`config.mk`:
```
export PLATFORM = sky130hd
export DESIGN_NAME = bicubic_coeff_loader
export DESIGN_NICKNAME = d
export VERILOG_FILES = /design/src/rtl/bicubic_coeff_pkg.sv /design/src/rtl/bicubic_coeff_packer.sv /design/src/rtl/bicubic_coeff_loader.sv
export SDC_FILE = /design/constraint.sdc
export NUM_CORES = 2
export LEC_CHECK = 0
export CAP_MARGIN = 20
export CORE_ASPECT_RATIO = 0.7
export CORE_MARGIN = 4
export CORE_UTILIZATION = 33
export CTS_CLUSTER_DIAMETER = 60
export CTS_CLUSTER_SIZE = 25
export DETAILED_ROUTE_END_ITERATION = 8
export SETUP_SLACK_MARGIN = 0.3
export SYNTH_ARGS = -nofsm -noshare
export SYNTH_HDL_FRONTEND = slang
export SYNTH_HIERARCHICAL = 1
export SYNTH_SLANG_ARGS = --single-unit
export TNS_END_PERCENT = 100
```
`constraint.sdc`:
```
create_clock -name clk -period 132.6 [get_ports clk]
set_input_delay 19.89 -clock clk [delete_from_list [all_inputs] [get_ports clk]]
set_output_delay 19.89 -clock clk [all_outputs]
set_load 0.02 [all_outputs]
```
`src/rtl/bicubic_coeff_pkg.sv`:
```
// Shared widths, types, FSM encoding and the power-on coefficient table for the bicubic loader.
// Default table: line 0 ramps {64-4w, 4w}, line 1 ramps {-w, 128-w}, both in signed 9-bit halves.
package bicubic_coeff_pkg;

    localparam int COEFF_W = 9;
    localparam int WORDS   = 16;
    localparam int LINES   = 2;
    localparam int DSP_W   = 2 * COEFF_W;
    localparam int IDX_W   = 6;
    localparam int BUS_W   = DSP_W * WORDS;

    typedef logic [17:0] coeff_word_t;
    typedef coeff_word_t coeff_bank_t [LINES][WORDS];

    typedef enum logic [1:0] {
        IDLE,
        LOAD,
        PEND
    } loader_state_e;

    localparam coeff_bank_t BICUBIC_COEFF_DEFAULT = '{
        '{18'h08000, 18'h07804, 18'h07008, 18'h0680C, 18'h06010, 18'h05814, 18'h05018, 18'h0481C,
          18'h04020, 18'h03824, 18'h03028, 18'h0282C, 18'h02030, 18'h01834, 18'h01038, 18'h0083C},
        '{18'h00080, 18'h3FE7F, 18'h3FC7E, 18'h3FA7D, 18'h3F87C, 18'h3F67B, 18'h3F47A, 18'h3F279,
          18'h3F078, 18'h3EE77, 18'h3EC76, 18'h3EA75, 18'h3E874, 18'h3E673, 18'h3E472, 18'h3E271}
    };

endpackage

```
`src/rtl/bicubic_coeff_packer.sv`:
```
// Pairs hi/lo coefficient beats into DSP words and tracks the 6-bit stream index.
// Write strobe and error/final flags are combinational on the accepted beat; no backpressure of its own.
module bicubic_coeff_packer
    import bicubic_coeff_pkg::*;
(
    input  logic               clk,
    input  logic               rst,
    input  logic               i_beat,
    input  logic [COEFF_W-1:0] i_data,
    input  logic               i_last,
    output logic               o_line,
    output logic [3:0]         o_word,
    output coeff_word_t        o_data,
    output logic               o_we,
    output logic               o_final,
    output logic               o_err
);

    logic [IDX_W-1:0]   r_idx;
    logic [COEFF_W-1:0] r_hi;
    logic               w_at_end;

    assign w_at_end = (r_idx == IDX_W'(LINES * WORDS * 2 - 1));
    assign o_err    = i_beat && (i_last != w_at_end);
    assign o_final  = i_beat && i_last && w_at_end;
    assign o_we     = i_beat && r_idx[0];
    assign o_line   = r_idx[5];
    assign o_word   = r_idx[4:1];
    assign o_data   = {r_hi, i_data};

    always_ff @(posedge clk or posedge rst) begin
        if (rst) begin
            r_idx <= '0;
            r_hi  <= '0;
        end else if (i_beat) begin
            if (!r_idx[0]) begin
                r_hi <= i_data;
            end
            // an aborted load restarts at line 0 word 0 hi
            if (o_err || o_final) begin
                r_idx <= '0;
            end else begin
                r_idx <= r_idx + 1'b1;
            end
        end
    end

endmodule

```
`src/rtl/bicubic_coeff_loader.sv`:
```
// Double-buffered bicubic coefficient table; shadow swaps to active on frame_start after a full load.
// coeff_dsp_o and pulses are registered (1 cycle); ready drops in PEND. BICUBIC_COEFF_READBACK_EN adds rd_* ports.
module bicubic_coeff_loader
    import bicubic_coeff_pkg::*;
(
    input  logic               clk,
    input  logic               rst,
    input  logic               s_coeff_valid,
    output logic               s_coeff_ready,
    input  logic [COEFF_W-1:0] s_coeff_data,
    input  logic               s_coeff_last,
    input  logic               frame_start,
    input  logic               line,
    output logic [BUS_W-1:0]   coeff_dsp_o,
    output logic               load_done,
    output logic               load_err
`ifdef BICUBIC_COEFF_READBACK_EN
    ,
    input  logic               rd_sel,
    input  logic               rd_line,
    input  logic [3:0]         rd_word,
    output logic [DSP_W-1:0]   rd_data
`endif
);

    loader_state_e r_state;
    loader_state_e w_state_nxt;
    coeff_bank_t   r_active;
    coeff_bank_t   r_shadow;
    logic          r_load_done;
    logic          r_load_err;
    logic [BUS_W-1:0] r_dsp;
    logic [BUS_W-1:0] w_dsp_nxt;
    logic [BUS_W-1:0] w_dsp_def;
    logic          w_beat;
    logic          w_swap;
    logic          w_line;
    logic [3:0]    w_word;
    coeff_word_t   w_data;
    logic          w_we;
    logic          w_final;
    logic          w_err;

    assign s_coeff_ready = (r_state != PEND);
    assign w_beat        = s_coeff_valid && s_coeff_ready;

    bicubic_coeff_packer u_packer (
        .clk     (clk),
        .rst     (rst),
        .i_beat  (w_beat),
        .i_data  (s_coeff_data),
        .i_last  (s_coeff_last),
        .o_line  (w_line),
        .o_word  (w_word),
        .o_data  (w_data),
        .o_we    (w_we),
        .o_final (w_final),
        .o_err   (w_err)
    );

    always_ff @(posedge clk or posedge rst) begin
        if (rst) begin
            r_state     <= IDLE;
            r_load_done <= 1'b0;
            r_load_err  <= 1'b0;
        end else begin
            r_state     <= w_state_nxt;
            r_load_done <= w_swap;
            r_load_err  <= w_err;
        end
    end

    // frame_start outside PEND is ignored; a final beat coinciding with it only reaches PEND
    always_comb begin
        w_state_nxt = r_state;
        w_swap      = 1'b0;
        case (r_state)
            IDLE, LOAD: begin
                if (w_err) begin
                    w_state_nxt = IDLE;
                end else if (w_final) begin
                    w_state_nxt = PEND;
                end else if (w_beat) begin
                    w_state_nxt = LOAD;
                end
            end
            PEND: begin
                if (frame_start) begin
                    w_state_nxt = IDLE;
                    w_swap      = 1'b1;
                end
            end
            default: w_state_nxt = IDLE;
        endcase
    end

    always_ff @(posedge clk or posedge rst) begin
        if (rst) begin
            r_shadow <= BICUBIC_COEFF_DEFAULT;
        end else if (w_we) begin
            r_shadow[w_line][w_word] <= w_data;
        end
    end

    always_ff @(posedge clk or posedge rst) begin
        if (rst) begin
            r_active <= BICUBIC_COEFF_DEFAULT;
        end else if (w_swap) begin
            r_active <= r_shadow;
        end
    end

    always_comb begin
        w_dsp_nxt = '0;
        w_dsp_def = '0;
        for (int w = 0; w < WORDS; w++) begin
            w_dsp_nxt[w*DSP_W +: DSP_W] = r_active[line][w];
            w_dsp_def[w*DSP_W +: DSP_W] = BICUBIC_COEFF_DEFAULT[0][w];
        end
    end

    always_ff @(posedge clk or posedge rst) begin
        if (rst) begin
            r_dsp <= w_dsp_def;
        end else begin
            r_dsp <= w_dsp_nxt;
        end
    end

    assign coeff_dsp_o = r_dsp;
    assign load_done   = r_load_done;
    assign load_err    = r_load_err;

`ifdef BICUBIC_COEFF_READBACK_EN
    logic [DSP_W-1:0] r_rd_data;

    always_ff @(posedge clk or posedge rst) begin
        if (rst) begin
            r_rd_data <= '0;
        end else if (rd_sel) begin
            r_rd_data <= r_shadow[rd_line][rd_word];
        end else begin
            r_rd_data <= r_active[rd_line][rd_word];
        end
    end

    assign rd_data = r_rd_data;
`endif

endmodule

```
==> impl_metrics.tcl <==
set metrics [dict create \
    run_status "completed" \
    startpoint_type "input pin" \
    cp.arrival_ns 24.40 \
    clk_pin_slew_worst_paths_ns 0.08 \
    drt-pass1-iter-count 4 \
    fillers 15100 \
    grt_usage_pct 14.7 \
    rsz0062_at_grt "false" \
    synthesis.nets 3226 \
    num_rows 125 \
    io_buffers 305 \
    yosysUniqueCellTypes 44 \
    maxSlewHeadroom_pct 27.6 \
    core_um2 166000 \
    grt_max_degree 184 \
    drt-total-wl_mm 128 \
    hold_violations 0 \
    crit_fanout 126 \
    fin_ws_ns 108.96 \
    hp-class "register to register" \
    fmax_ghz 0.0423 \
    drt_iter0_drc 1371 \
    synth.avg_cell_area_um2 17.2 \
    yosys_warnings 6 \
    syn2layout_area_growth_pct 16.4 \
    synth_flop_cell "dfrtp_1" \
    ys_top_cells_by_count "1420 x mux2_2, 894 x dfrtp_1, 565 x dfstp_2" \
    insertion_delay_ns 0.75 \
    period_needed_ns 23.64 \
    die_h_um 351 \
    viasPerCell 4.65 \
    slowest_stage "buf_4" \
    routabilityCongestion 0.699 \
    skew_ns 0.0310 \
    clk_path_buf_depth 3 \
    grt_pass1_wl_mm 194 \
    finalSetupViolCount 0 \
    synth.top_cell.area_share_pct 40.4 \
    grt_pass1_vias 29300 \
    final_core_util_pct 38.8 \
    setup_tns_ns 0 \
    overflow 0 \
    timing.critical_path.mode_cell "buf_4" \
    cts_resized 0 \
    routedWlPerCell_um 22.0 \
    cts_tree "built" \
    crit_path_end_kind "async pin" \
    nets 3485 \
    ys_seq_area_share_pct 67.2 \
    ant_nets 0 \
    ios 306 \
    critical_path_class "input pin to async pin" \
    cts_setup_buffers 0 \
    antenna_found_initial 15 \
    max_stage_delay_ns 0.85 \
    syn-cell-area_um2 55400 \
    synth-async-reset-ratio_pct 100 \
    place_ws_ns 107.78 \
    dieWidth_um 498 \
    crit_chain "clkdlybuf4s50_1, inv_8, buf_4, buf_4, buf_4, buf_4" \
    synth_cells 3210 \
    synth.area.top_cells "dfrtp_1 40%, mux2_2 29%, dfstp_2 27%, buf_2 0.80%, mux2_4 0.54%" \
    numCtsBuffers 101 \
    whs_ns 0.468 \
    ctsHtreeMaxLevel 3 \
    dpl.hpwl_mm 73.1 \
    fin_crit_sh_pct 17.8 \
    powerDensity_nw_per_um2 13.4 \
    max_slew.worst_pin.slew_ns 1.09 \
    cts-root-buf "clkbuf_16" \
    die-area_um2 174000 \
    synth_enable_flop_cells 0 \
    p_leak_nw 29.8 \
    yosysTopAreaCell "dfrtp_1" \
    vias 26900 \
    ys_ff_latch 1459 \
    synth_most_common_cell "mux2_2" \
    cts.sinks 1459 \
    start_util_pct 33.3 \
    total_power_uw 861 \
    cts_hold_buf 0 \
    finalMaxSlewViolations 0 \
    drc 0 \
    max-cap-violations 0 \
    layout-drive-gt1-share_pct 64.9 \
    worst_ep_required_time_ns 133.36 \
    ir_worst_vdd_mv 0.0143 \
]
==> registers in the layout (all words and copies together) (netlist names) <==
signal / count
r_shadow: 576
load_done: 1
load_err: 1
coeff_dsp_o: 288
r_state: 2
u_packer/r_hi: 9
u_packer/r_idx: 6
r_active: 576
==> critical path: cells and delay by family <==
kind	cells	cell delay, ns
buffers and inverters	6	4.29
==> path summary, 6_finish.rpt <==
check / startpoint / to / slack, ns / cells after the start
max: rst / r_active[226]$_DFFE_PP0P_ / 108.96 / 6
min: r_state[1]$_DFFE_PP0P_ / r_state[0]$_DFFE_PP0P_ / 0.47 / 1
max reg2reg: r_state[1]$_DFFE_PP0P_ / r_active[478]$_DFFE_PP0P_ / 128.95 / 5
min reg2reg: r_state[1]$_DFFE_PP0P_ / r_state[0]$_DFFE_PP0P_ / 0.47 / 1
max in group clk: frame_start / r_active[478]$_DFFE_PP0P_ / 109.90 / 6
min in group asynchronous: rst / coeff_dsp_o[214]$_DFF_PP0_ / 19.73 / 2
==> where the power goes <==
| part | leakage [nW] | total (mW) | internal (mW) | switching [mW] |
|---|---|---|---|---|
| Combinational | 9.82 | 0.0370 | 0.0135 | 0.0235 |
| Clock | 1.82 | 0.352 | 0.173 | 0.179 |
| Sequential | 18.2 | 0.472 | 0.461 | 0.0109 |
| Total | 29.8 | 0.861 | 0.648 | 0.213 |
==> final cells by class <==
type	instances	area [um2]	area share [%]
Antenna cell	15	37.5	0.0583
Clock buffer	113	2630	4.09
Clock inverter	79	1150	1.79
Inverter	7	38.8	0.0602
Multi-Input combinational cell	1536	17000	26.4
Sequential cell	1459	37200	57.8
Tap cell	2222	2780	4.32
Timing Repair Buffer	364	3550	5.50
==> routing by layer <==
layer | GRT usage (%) | routed length [um]
met5 | 0 | 0
met4 | 3.16 | 2310
met3 | 2.56 | 5370
met2 | 23.5 | 59300
met1 | 21.0 | 60800
==> placed cells by master, fill, tap and decap left out, types with 12 or more instances in the layout <==
| cell | n |
|---|---|
| mux2_2 | 1420 |
| dfrtp_1 | 885 |
| dfstp_2 | 565 |
| clkdlybuf4s50_1 | 295 |
| clkbuf_16 | 101 |
| buf_4 | 53 |
| mux2_4 | 20 |
| diode_2 | 15 |
| clkinv_4 | 15 |
| inv_8 | 13 |
| nand2_2 | 12 |
| inv_6 | 12 |
==> cells by family (layout without fill, tap and decap cells) <==
logic type | after synthesis | count (layout) | synth area share, %
other | 0 | 15 | 0
flip-flops | 1459 | 1459 | 67.2
AO/OA/AOI/OAI | 15 | 15 | 0.172
AND/OR/NAND/NOR | 70 | 70 | 0.890
buffers and inverters | 215 | 563 | 2.07
multiplexers | 1450 | 1450 | 29.6
adder cells (fa/ha/maj) | 1 | 1 | 0.0226
==> stage by stage <==
step	instance area, um2	std cells
CTS	64300	5778
finish	64400	5795
global route	64400	5781
floorplan	55400	3210
detailed placement	60500	5586
global placement	60500	5586
(Power assumes the default switching activity.)
